## src/rtl/code_packer_pkg.sv

```systemverilog
// Shared definitions for code_packer: FSM state encoding and helpers that
// derive the size-port width and the byte-lane / stuffer-buffer geometry.
package code_packer_pkg;

  typedef enum logic [1:0] {
    RUN   = 2'd0,
    PAD   = 2'd1,
    DRAIN = 2'd2,
    DONE  = 2'd3
  } state_t;

  localparam int DEF_IN_WIDTH  = 16;
  localparam int DEF_OUT_WIDTH = 16;

  // Bits needed to express a code length of 0..in_w.
  function automatic int size_bits(input int in_w);
    return $clog2(in_w + 1);
  endfunction

  // Bytes per output word.
  function automatic int byte_lanes(input int out_w);
    return out_w / 8;
  endfunction

  // Stuffer buffer depth in bytes: one partial word plus one fully stuffed word.
  function automatic int stuff_depth(input int out_w);
    return 3 * (out_w / 8) - 1;
  endfunction

endpackage

```

## src/rtl/code_packer_byte_stuffer.sv

```systemverilog
// byte_stuffer: word-in / word-out stage that inserts a 0x00 byte after every
// 0xFF byte. Output bytes straddle word boundaries freely; on a pad request a
// trailing partial word is completed with 0x00 bytes. One cycle of latency.
module byte_stuffer
  import code_packer_pkg::*;
#(
  parameter int OUT_WIDTH = 16
) (
  input  logic                 clk,
  input  logic                 rst,
  input  logic                 in_vld,
  output logic                 in_rdy,
  input  logic [OUT_WIDTH-1:0] in_word,
  input  logic                 pad,
  output logic                 out_vld,
  input  logic                 out_rdy,
  output logic [OUT_WIDTH-1:0] out_word,
  output logic                 empty
);
  localparam int L  = byte_lanes(OUT_WIDTH);
  localparam int D  = stuff_depth(OUT_WIDTH);
  localparam int BW = D * 8;
  localparam int NW = $clog2(D + 1);

  logic [BW-1:0] buff, buff_nx;
  logic [NW-1:0] bcnt, bcnt_nx, base_n, pos;
  logic [7:0]    b;
  logic          emit;

  assign out_vld  = bcnt >= NW'(L);
  assign emit     = out_vld && out_rdy;
  assign base_n   = emit ? (bcnt - NW'(L)) : bcnt;
  // A full word may double in size, so accept only when that still fits.
  assign in_rdy   = base_n < NW'(L);
  assign out_word = buff[BW-1 -: OUT_WIDTH];
  assign empty    = bcnt == '0;

  // Next buffer: drop the emitted word, then append the stuffed input bytes.
  always_comb begin
    buff_nx = emit ? (buff << OUT_WIDTH) : buff;
    bcnt_nx = base_n;
    pos     = base_n;
    b       = '0;
    if (in_vld && in_rdy) begin
      for (int i = 0; i < L; i++) begin
        b       = in_word[OUT_WIDTH-1-8*i -: 8];
        buff_nx = buff_nx | ({b, {(BW-8){1'b0}}} >> (8 * int'(pos)));
        // The inserted 0x00 is just an untouched (already zero) slot.
        pos     = pos + ((b == 8'hFF) ? NW'(2) : NW'(1));
      end
      bcnt_nx = pos;
    end else if (pad && (bcnt != '0) && (bcnt < NW'(L))) begin
      bcnt_nx = NW'(L);
    end
  end

  // Buffer state register.
  always_ff @(posedge clk or posedge rst) begin
    if (rst) begin
      buff <= '0;
      bcnt <= '0;
    end else begin
      buff <= buff_nx;
      bcnt <= bcnt_nx;
    end
  end

endmodule

```

## src/rtl/code_packer.sv

```systemverilog
// code_packer: packs variable-length codes MSB-first into OUT_WIDTH-bit words,
// with flush (pad with PAD_BIT, drain, done pulse). Defining the macro
// CODE_PACKER_STUFF_EN inserts a byte_stuffer (0xFF -> 0xFF 0x00) on the output.
module code_packer
  import code_packer_pkg::*;
#(
  parameter int   IN_WIDTH  = DEF_IN_WIDTH,
  parameter int   OUT_WIDTH = DEF_OUT_WIDTH,
  parameter logic PAD_BIT   = 1'b1
) (
  input  logic                          clk,
  input  logic                          rst,
  input  logic                          ena_in,
  output logic                          rdy_out,
  input  logic [IN_WIDTH-1:0]           code,
  input  logic [$clog2(IN_WIDTH+1)-1:0] size,
  input  logic                          flush,
  output logic                          ena_out,
  input  logic                          rdy_in,
  output logic [OUT_WIDTH-1:0]          out,
  output logic                          done
);
  localparam int SW = size_bits(IN_WIDTH);
  localparam int AW = OUT_WIDTH + IN_WIDTH;
  localparam int CW = $clog2(AW + 1);

  state_t        state, state_nx;
  logic [AW-1:0] acc, acc_nx, acc_base, code_ext, pad_fill;
  logic [CW-1:0] cnt, cnt_nx, cnt_base;
  logic [SW-1:0] sz;
  logic          live, accept, word_vld, word_rdy, word_xfer, stuff_empty;

  // Accept only while the accumulator cannot overflow with a full-size code.
  assign rdy_out   = live && (state == RUN) && (cnt <= CW'(OUT_WIDTH));
  assign accept    = ena_in && rdy_out;
  assign word_vld  = cnt >= CW'(OUT_WIDTH);
  assign word_xfer = word_vld && word_rdy;

`ifdef CODE_PACKER_STUFF_EN
  logic drain_pad;
  assign drain_pad = (state == DRAIN) && (cnt == '0);

  byte_stuffer #(.OUT_WIDTH(OUT_WIDTH)) u_stuffer (
    .clk      (clk),
    .rst      (rst),
    .in_vld   (word_vld),
    .in_rdy   (word_rdy),
    .in_word  (acc[AW-1 -: OUT_WIDTH]),
    .pad      (drain_pad),
    .out_vld  (ena_out),
    .out_rdy  (rdy_in),
    .out_word (out),
    .empty    (stuff_empty)
  );
`else
  assign word_rdy    = rdy_in;
  assign ena_out     = word_vld;
  assign out         = acc[AW-1 -: OUT_WIDTH];
  assign stuff_empty = 1'b1;
`endif

  // Next-state / datapath: emit first, then append, pad or clear.
  always_comb begin
    acc_base = word_xfer ? (acc << OUT_WIDTH) : acc;
    cnt_base = word_xfer ? (cnt - CW'(OUT_WIDTH)) : cnt;
    sz       = (size > SW'(IN_WIDTH)) ? SW'(IN_WIDTH) : size;
    code_ext = AW'(code) & ~({AW{1'b1}} << sz);
    pad_fill = ({AW{1'b1}} >> cnt) & ~({AW{1'b1}} >> OUT_WIDTH);
    acc_nx   = acc_base;
    cnt_nx   = cnt_base;
    state_nx = state;
    done     = 1'b0;
    case (state)
      RUN: begin
        if (accept) begin
          acc_nx = acc_base | (code_ext << (AW - int'(cnt_base) - int'(sz)));
          cnt_nx = cnt_base + CW'(sz);
        end
        if (flush && rdy_out) state_nx = PAD;
      end
      PAD: begin
        // Whole words still pending are emitted first; the tail is padded once.
        if (cnt < CW'(OUT_WIDTH)) begin
          if (cnt != '0) begin
            acc_nx = PAD_BIT ? (acc | pad_fill) : acc;
            cnt_nx = CW'(OUT_WIDTH);
          end
          state_nx = DRAIN;
        end
      end
      DRAIN: begin
        if ((cnt == '0) && stuff_empty) state_nx = DONE;
      end
      DONE: begin
        done     = 1'b1;
        acc_nx   = '0;
        cnt_nx   = '0;
        state_nx = RUN;
      end
      default: state_nx = RUN;
    endcase
  end

  // State, accumulator and post-reset ready enable.
  always_ff @(posedge clk or posedge rst) begin
    if (rst) begin
      state <= RUN;
      acc   <= '0;
      cnt   <= '0;
      live  <= 1'b0;
    end else begin
      state <= state_nx;
      acc   <= acc_nx;
      cnt   <= cnt_nx;
      live  <= 1'b1;
    end
  end

endmodule

```

## config.mk

```make
export PLATFORM = sky130hd
export DESIGN_NAME = code_packer
export DESIGN_NICKNAME = d
export VERILOG_FILES = /design/src/rtl/code_packer_pkg.sv /design/src/rtl/code_packer_byte_stuffer.sv /design/src/rtl/code_packer.sv
export SDC_FILE = /design/constraint.sdc
export NUM_CORES = 1
export LEC_CHECK = 0
export BUFFER_PORTS_ARGS = -buffer_cell sky130_fd_sc_hd__buf_2
export CAP_MARGIN = 20
export CORE_MARGIN = 4
export CORE_UTILIZATION = 50
export CTS_CLUSTER_SIZE = 25
export DETAILED_ROUTE_END_ITERATION = 8
export HOLD_SLACK_MARGIN = 0.06
export PLACE_DENSITY = 0.79
export SYNTH_ARGS = -nofsm -noshare
export SYNTH_HDL_FRONTEND = slang
export SYNTH_SLANG_ARGS = --single-unit
```

## constraint.sdc

```tcl
create_clock -name clk -period 4.2 [get_ports clk]
set_input_delay 0.63 -clock clk [delete_from_list [all_inputs] [get_ports clk]]
set_output_delay 0.63 -clock clk [all_outputs]
set_load 0.005 [all_outputs]
```

== Word level (Yosys, flattened, before mapping) ==
Cells that the tools add are included.
Storage, ports and cells
  output and inout port bits: 19
  register bits: 41
  input port bits: 26
Operators by class
  add/subtract/negate cells: 4
  muxes and demuxes: 16
  eq/ne operators: 6
  bitwise gates (word level): 4
  magnitude comparators: 4
  reduce and logical (&&, ||, !) cells: 9
  shifts and indexed selects: 3
Operator list (count)
  2-to-1 mux 32 bit: 4
  one-hot mux 32 bit (3 select lines): 1
  bitwise OR 32 bit: 2
  AND 16 x 32 -> 32 bit: 1
  inverter 32 bit: 1
  << shifter 32 x 32 -> 32 bit: 1
  << shifter 32 x 5 -> 32 bit (first input constant): 1
  >> shifter 32 x 6 -> 32 bit (first input constant): 1
  2-to-1 mux 6 bit: 4
  one-hot mux 6 bit (3 select lines): 1
  one-hot mux 2 bit (4 select lines): 1
  subtractor 7 x 6 -> 8 bit: 1
  subtractor 6 x 6 -> 7 bit (first input constant): 1
  adder 6 x 5 -> 6 bit: 1
  >= comparator 6 x 5 -> 1 bit (second input constant): 1
  <= comparator 6 x 5 -> 1 bit (second input constant): 1
  logical NOT 6 bit: 1
  less-than comparator 6 x 5 -> 1 bit (second input constant): 1
  2-to-1 mux 2 bit: 3
  nonzero test 6 bit: 1
  subtractor 6 x 5 -> 6 bit (second input constant): 1
  > comparator 5 bit (second input constant): 1
  logical AND 1 bit: 5
  2-to-1 mux 5 bit: 1
  7 further kinds: 9

== Longest topological paths before layout ==
Gate-level depths: netlist (run 1).
  depth after elaboration: 9
  depth in mapped cells: 16
  gate-level depth less buffers: 13

== Worst setup path before layout (run 1) ==
OpenSTA, ideal clock, no wires.
  path kind: input-to-reg
  from: in size[4]
  to: reg acc[18]
  buffers on the path: 6
  setup time: 128 ps
  stages: 15
  path slack: 588 ps
  arrival time: 3485 ps
  cells stage by stage: buf_2 buf_2 buf_1 nor2_1 ha_1 inv_1 fa_1 clkbuf_1 clkbuf_1 clkbuf_1 nor2_1 o21ai_0 nand2_1 o2111ai_1 nand3_1
Between the ends
  longest elaborated chain between the ends: 9
RTL lines
  start: declaration: line code_packer.sv:16  | input logic [$clog2(IN_WIDTH+1)-1:0] size,
  > comparator 5 bit: line code_packer.sv:66  | sz = (size > SW'(IN_WIDTH)) ? SW'(IN_WIDTH) : size;
  2-to-1 mux 5 bit *: line code_packer.sv:66
  << shifter 32 x 5 -> 32 bit: line code_packer.sv:67  | code_ext = AW'(code) & ~({AW{1'b1}} << sz);
  inverter 32 bit: line code_packer.sv:67
  AND 16 x 32 -> 32 bit: line code_packer.sv:67
  << shifter 32 x 32 -> 32 bit *: line code_packer.sv:76  | acc_nx = acc_base | (code_ext << (AW - int'(cnt_base) - int'(sz)));
  bitwise OR 32 bit *: line code_packer.sv:76
  2-to-1 mux 32 bit *: line code_packer.sv:75  | if (accept) begin
  one-hot mux 32 bit (3 select lines) *: line code_packer.sv:73  | case (state)
  net acc_nx[18]: line code_packer.sv:28  | logic [AW-1:0] acc, acc_nx, acc_base, code_ext, pad_fill;
  end signal: assignment: line code_packer.sv:113  | acc <= acc_nx;
  end: declaration: line code_packer.sv:28
Mark *: on every way through the listed nets, which the timed path passes. The rest lies on a longest branch.
A chain may end at the register's enable or synchronous reset.

== Worst setup path in the final report (run 1) ==
  from: reg cnt[4]
  to: reg acc[29]
Between the ends
  longest elaborated chain between the ends: 9
RTL lines
  start: declaration: line code_packer.sv:29  | logic [CW-1:0] cnt, cnt_nx, cnt_base;
  start signal: assignment: line code_packer.sv:114  | cnt <= cnt_nx;
  >= comparator 6 x 5 -> 1 bit: line code_packer.sv:36  | assign word_vld = cnt >= CW'(OUT_WIDTH);
  logical AND 1 bit: line code_packer.sv:37  | assign word_xfer = word_vld && word_rdy;
  2-to-1 mux 6 bit: line code_packer.sv:65  | cnt_base = word_xfer ? (cnt - CW'(OUT_WIDTH)) : cnt;
  subtractor 6 x 6 -> 7 bit: line code_packer.sv:76
  subtractor 7 x 6 -> 8 bit: line code_packer.sv:76
  << shifter 32 x 32 -> 32 bit: line code_packer.sv:76
  bitwise OR 32 bit: line code_packer.sv:76
  2-to-1 mux 32 bit: line code_packer.sv:75
  one-hot mux 32 bit (3 select lines) *: line code_packer.sv:73
  net acc_nx[29]: line code_packer.sv:28
Marked as above.

==> key figures, run 1 <==
Synth
  • Mean Syn Cell Area: 7.78 um^2
  • Synth warn: 0
  • Synth Area in Simple Gates: 0.219
  • Syn_nets: 614
  • Post-synthesis instance area: 4410 um^2
  • Largest family of logic cells by synthesized area: compound AO/OA/AOI/OAI gates
  • Synth Area in Adders: 0.0653
  • Area contributors post-synth: dfrtp_1, ha_1, mux2i_1
  • Post-synthesis sequential area ratio: 0.233
  • Unique masters post-synth: 80
  • Gate Count Post-Synth: 567
  • Ys flop type: dfrtp_1
  • Post-synth top area cell: dfrtp_1
  • Post-Synth XOR/XNOR Area: 0.0216
  • Synth Area in Compound Gates: 0.292
  • Mux cell area share after synthesis: 0.0829
  • Synth top area share: 0.233
  • EDFF count, synth: 0
  • Post-synthesis async set-or-reset flop share: 1.00
  • Yosys reg bits: 41

Clocking
  • Clock transition at the registers of the reported paths: 90 ps
  • Clock insertion delay at the later pin of the skew report: 300 ps
  • Post-CTS Hold Buffers: 0
  • CTS Sinks: 41
  • H-tree Lvls: 2
  • CTS tree: built
  • CTS max path bufs: 2
  • CTS resizes: 0
  • Post-CTS setup buffer count: 0
  • CTS root buffer: clkbuf_8
  • Inserted Clock Buffers: 5

Power
  • Switching share of total power: 0.561
  • VDD IR max: 0.296 mV
  • Design Power: around 0.0041 W
  • Lkg Pwr: roughly 2.1 nW
  • PD cells: 854 nW/um^2
  • Clock power frac: 0.082
  • Sw power: 0.00229 W
  • P_int: 0.00179 W
  • Combinational Power Share: 0.778
  • Part of the power in registers: 0.140

Placed design
  • Final RePlAce weighted congestion: 0.983
  • IO buf count: 44
  • Post-Place Worst Slack: 279 ps
  • Post-DP HPWL: approximately 10000 um

Setup path
  • RR Endpoint: acc[29]
  • R2R cell count: 13
  • R2R Setup Slk: 410 ps
  • RR Startpoint: cnt[4]
  • Crit path required time: 4360 ps
  • CP endpoint kind: flip-flop
  • Critical path launch point type: flip-flop
  • Worst EP arrival: 3940 ps
  • CP max FO: 9
  • Worst setup path class: reg2reg

STA
  • Clock skew: 5.65 ps
  • Max Fclk: 264 MHz
  • Final setup fails: 0
  • Slew @ Worst Pin: roughly 1100 ps
  • Min Tclk post-route: ~3800 ps
  • Rel. slew slack: 0.250
  • Unrepaired setup endpoints after global routing: no
  • Fin Setup TNS: 0 ps
  • Final period utilization: 0.902
  • Final hold violation count: 0
  • Fin. max-slew vios: 0
  • PnR worst setup slack: 412 ps

Floorplan
  • Die area: 10400 um^2
  • Die Span Y: 102 um
  • Initial core utilization: 0.526
  • Row count: 33
  • Core area: around 8400 um^2
  • Ports: 45
  • Die width: 102 um

Min path
  • Worst min path class: in2async

Route
  • Metal-1 WL: between 5000 and 6000 um
  • Final ANT Viol Nets: 0
  • WL met3: 1320 um
  • DRC Markers: 0
  • WL final: 13900 um
  • DR iter-0 viols: 513
  • WL/cell: between 20 and 25 um
  • Top sig layer: met4
  • Routed vias: approximately 4600
  • Met2 wire length: between 6000 and 7000 um
  • First-pass DRT Iterations: 5
  • Drt via density: 6.71

Layout
  • N_diodes: 0
  • Nets: 633
  • Fin util: 0.569
  • Share of layout cells above drive strength 1: 0.169
  • Commonest cells after routing, fill and taps aside: nand2_1, nor2_1, buf_2, dfrtp_1, o21ai_0
  • FILL cells: 774
  • Commonest non-fill, non-tap cell in the layout: nand2_1
  • FF+latch area: 1030 um^2
  • Area of the multi-input gates: 3020 um^2
  • Area Overhead vs Synth: 8.20%

Global route
  • GRT Resource Usage Total: 0.271
  • Global-route wire length before repair: 22300 um
  • Initial antenna violation count: 0
  • Largest net degree at the start of global routing: 42
  • Global route total overflow: 0
  • Vias in the first global route: 4413

Run
  • Max cap viols: 0

Outcome
  • Status: finished, final reports clean
## per-stage QoR
stage | std cells | hold WS [ps] | instance area [um^2]
global placement | 684 | 465 | 4660
detailed placement | 684 | 475 | 4660
CTS | 692 | 472 | 4770
global route | 692 | 509 | 4770
floorplan | 567 | 449 | 4410
finish | 692 | 455 | 4770
## layout make-up
class / count / area share
clock buffers: 5 / 0.0144
clock inverters: 3 / 0.00970
well taps: 105 / 0.0275
inverters: 23 / 0.0181
repair buffers: 67 / 0.0823
flip-flops and latches: 41 / 0.215
multi-input cells: 448 / 0.633
## critical path, stage by stage, from the launching register on
cell       delay, ps
dfrtp_1          460
inv_1            170
ha_1             300
nor2b_1          110
xnor2_1          400
xnor2_1          120
ha_1             210
nor3_1           320
a32oi_1          210
a2bb2oi_1        220
o311a_1          440
nor4_1           120
a31oi_1          350
o221ai_1         200
## cells in the mapped netlist, types with 3 or more instances
| cell type | n |
|---|---|
| nand2_1 | 55 |
| nor2_1 | 50 |
| dfrtp_1 | 41 |
| o21ai_0 | 39 |
| a21oi_1 | 38 |
| inv_1 | 23 |
| mux2i_1 | 23 |
| nand3_1 | 23 |
| clkbuf_1 | 22 |
| ha_1 | 19 |
| buf_4 | 17 |
| nor3_1 | 17 |
| o211ai_1 | 14 |
| buf_2 | 12 |
| o22ai_1 | 11 |
| mux2_2 | 10 |
| a32o_1 | 7 |
| xnor2_1 | 7 |
| a31oi_1 | 6 |
| nand2b_1 | 6 |
| nand4_1 | 6 |
| nor4_1 | 6 |
| o2111ai_1 | 6 |
| a211oi_1 | 5 |
| a2111oi_0 | 4 |
| a32oi_1 | 4 |
| and3_1 | 4 |
| o2bb2ai_1 | 4 |
| or3_1 | 4 |
| a21o_1 | 3 |
| buf_1 | 3 |
| nor2b_1 | 3 |
| o21a_1 | 3 |
| o21ai_1 | 3 |
| o31ai_1 | 3 |
| or4_1 | 3 |
## state kept, by name, indices dropped and copies added (netlist names)
register	count
acc	32
live	1
state	2
cnt	6
## power by group through the flow
| stage | clock network, W | logic, W | registers, W |
|---|---|---|---|
| after floorplan | 0 | 0.00227 | 0.000551 |
| after global placement | 0 | 0.00299 | 0.000570 |
| after detailed placement | 0 | 0.00304 | 0.000578 |
| after CTS | 0.000334 | 0.00307 | 0.000570 |
| after global routing | 0.000353 | 0.00342 | 0.000584 |
| final | 0.000332 | 0.00317 | 0.000571 |
## routing by layer
layer	GRT usage	vias up
met5	0	-
met4	0.0938	0
met3	0.0396	36
met2	0.440	288
met1	0.370	2176
li1	-	2143
## cells by family (layout without fill, tap and decap cells)
| group | Yosys count | in the layout |
|---|---|---|
| flops | 41 | 41 |
| compound gates | 185 | 185 |
| buf+inv | 78 | 98 |
| mux | 34 | 34 |
| fa+ha+maj | 22 | 22 |
| simple gates | 196 | 196 |
| other cells | 1 | 1 |
| xor+xnor | 10 | 10 |
## how the worst max path moves through the flow
stage / start / end / slack (ps) / depth (start not counted)
after floorplan: size[4] / acc[18] / 590 / 15
after global placement: size[0] / acc[28] / 290 / 13
after detailed placement: size[0] / acc[28] / 280 / 11
after CTS: cnt[4] / acc[29] / 530 / 13
after global routing: cnt[4] / acc[29] / 40 / 13
final: cnt[4] / acc[29] / 410 / 13
Note: power is estimated with default switching activity, not from simulation.
==> run 2: changes to the inputs <==
- REMOVE_ABC_BUFFERS: unset -> 1
==> run 2 against run 1 <==
Compared with the run above: clock skew increased by 5.1 ps; via count increased by 2.7%; critical path depth decreased by 1; critical path type unchanged; highest routed layer unchanged.
==> key figures, run 2 (synthesis results as in run 1) <==
Outcome
  • Status: finished, final reports clean

Clocking
  • Clock transition at the registers of the reported paths: around 100 ps
  • CTS max path bufs: 2
  • CTS resizes: 0
  • H-tree Lvls: 2
  • Post-CTS Hold Buffers: 0
  • CTS tree: built
  • Inserted Clock Buffers: 5
  • Clock insertion delay at the later pin of the skew report: roughly 300 ps
  • CTS root buffer: clkbuf_8
  • CTS Sinks: 41
  • Post-CTS setup buffer count: 0

Setup path
  • CP endpoint kind: flip-flop
  • RR Endpoint: acc[2]
  • CP startpoint: cnt[1]
  • WP buf/inv: 1
  • CP max FO: 10
  • CP most frequent cell: ha_1
  • Worst setup path endpoint: acc[2]
  • RR Startpoint: cnt[1]
  • Critical path's slowest cell: a221oi_4
  • Delay-heaviest family, CP: compound AO/OA/AOI/OAI gates
  • R2R Setup Slk: 250 ps
  • R2R cell count: 12
  • Worst setup path class: reg2reg
  • Worst EP arrival: 4170 ps
  • Crit path required time: about 4400 ps
  • Critical path launch point type: flip-flop
  • Delay of the slowest cell on the worst path: 620 ps
  • Crit path depth: 12
  • CP cell instances: inv_1, ha_1, or3b_2, xnor2_1, ha_1, nor3_1, a32oi_1, o21a_1, a211o_1, a221oi_4, nand2_2, o21ai_1

Layout
  • Nets: 630
  • Commonest non-fill, non-tap cell in the layout: nand2_1
  • Finished layout cell area: 4730 um^2
  • Biggest register: acc
  • Cell Count, Final, Fillers Out: 689
  • Number of flip-flops under the largest register name: 32
  • Area Overhead vs Synth: 7.21%
  • Fin util: 0.564
  • Share of layout cells above drive strength 1: 0.164
  • Largest regs: acc x32, cnt x6, state x2
  • N_diodes: 0
  • Commonest cells after routing, fill and taps aside: nand2_1, nor2_1, buf_2, dfrtp_1, o21ai_0

STA
  • Final setup fails: 0
  • Fin. max-slew vios: 0
  • Unrepaired setup endpoints after global routing: no
  • Max Fclk: 253 MHz
  • Final hold violation count: 0
  • Min Tclk post-route: 3950 ps
  • Rel. slew slack: 0.322
  • Fin Setup TNS: 0 ps
  • Final period utilization: 0.941
  • Slew @ Worst Pin: 1020 ps
  • Clock skew: approximately 11 ps
  • Final hold slack: approximately 460 ps

Placed design
  • IO buf count: 44
  • Post-DP HPWL: 10600 um
  • Final RePlAce weighted congestion: 0.956
  • Post-DP Area: between 4000 and 5000 um^2
  • Cells after DPL: 681

Route
  • WL final: 14200 um
  • Routed vias: 4767
  • Drt via density: 6.92
  • DRC Markers: 0
  • First-pass DRT Iterations: 5
  • DR iter-0 viols: 591
  • WL/cell: 20.7 um
  • Final ANT Viol Nets: 0

Global route
  • Largest net degree at the start of global routing: 42
  • Global-route wire length before repair: between 20000 and 25000 um
  • Vias in the first global route: 4463
  • Initial antenna violation count: 0
  • Global route total overflow: 0
  • GRT Resource Usage Total: 0.277

Min path
  • Worst min path class: in2async

Run
  • Max cap viols: 0

Floorplan
  • Die Span Y: 102 um
  • Die width: 102 um
  • Die area: 10400 um^2
  • Row count: 33
  • Initial core utilization: 0.526
  • Ports: 45
  • Core area: 8380 um^2

Power
  • VDD IR max: 0.392 mV
  • PD cells: 852 nW/um^2
  • Lkg Pwr: 2.08 nW
-- run 2: changes by cell type in the layout (fill, tap and decap cells not counted) --
cell	previous run	this run
buf_4	23	19
buf_6	0	1
bufinv_16	1	0
clkinv_2	0	1
clkinv_4	1	0
inv_6	0	1
-- run 2: worst min path at each step --
| stage | slack (ps) | end | cells after the start | from |
|---|---|---|---|---|
| 6_report | 460 | live | 3 | rst |
| 5_1_grt | 510 | live | 3 | rst |
| 4_1_cts | 480 | live | 3 | rst |
| 3_5_place_dp | 480 | acc[10] | 2 | acc[10] |
| 3_3_place_gp | 460 | acc[4] | 2 | acc[4] |
| 2_1_floorplan | 450 | acc[10] | 2 | acc[10] |
-- run 2: metrics by stage --
step	power, W	setup WS [ps]
finish	0.00403	248
global route	0.00431	1.84
CTS	0.00393	348
detailed placement	0.00364	374
global placement	0.00358	535
floorplan	0.00260	217
-- run 2: where the power goes --
| group | internal [W] | switching, W |
|---|---|---|
| clock | 0.000118 | 0.000159 |
| combinational | 0.00110 | 0.00207 |
| sequential | 0.000484 | 0.0000950 |
| total | 0.00171 | 0.00232 |
-- run 2: worst register-to-register path, cell delays in order (launching register included) --
cell and delay (ps):
dfrtp_1 530, inv_1 140, ha_1 220, or3b_2 570, xnor2_1 180, ha_1 210, nor3_1 310, a32oi_1 200
o21a_1 180, a211o_1 320, a221oi_4 620, nand2_2 180, o21ai_1 210
-- run 2: area by class of cell --
class | count | area, um^2
Fill cell | 781 | 3650
Multi-Input combinational cell | 448 | 3020
Sequential cell | 41 | 1030
Timing Repair Buffer | 64 | 374
Tap cell | 105 | 131
Inverter | 23 | 86.3
Clock buffer | 5 | 68.8
Clock inverter | 3 | 21.3
-- run 2: per-layer routing --
layer  GRT usage  vias to the layer above  wire length, um  share of wire
li1            -                     2141                -              -
met1       0.395                     2290             5950           0.42
met5           0                        -                0              0
met2       0.430                      286             6380           0.45
met3      0.0416                       50             1380          0.097
met4      0.0989                        0              522          0.037
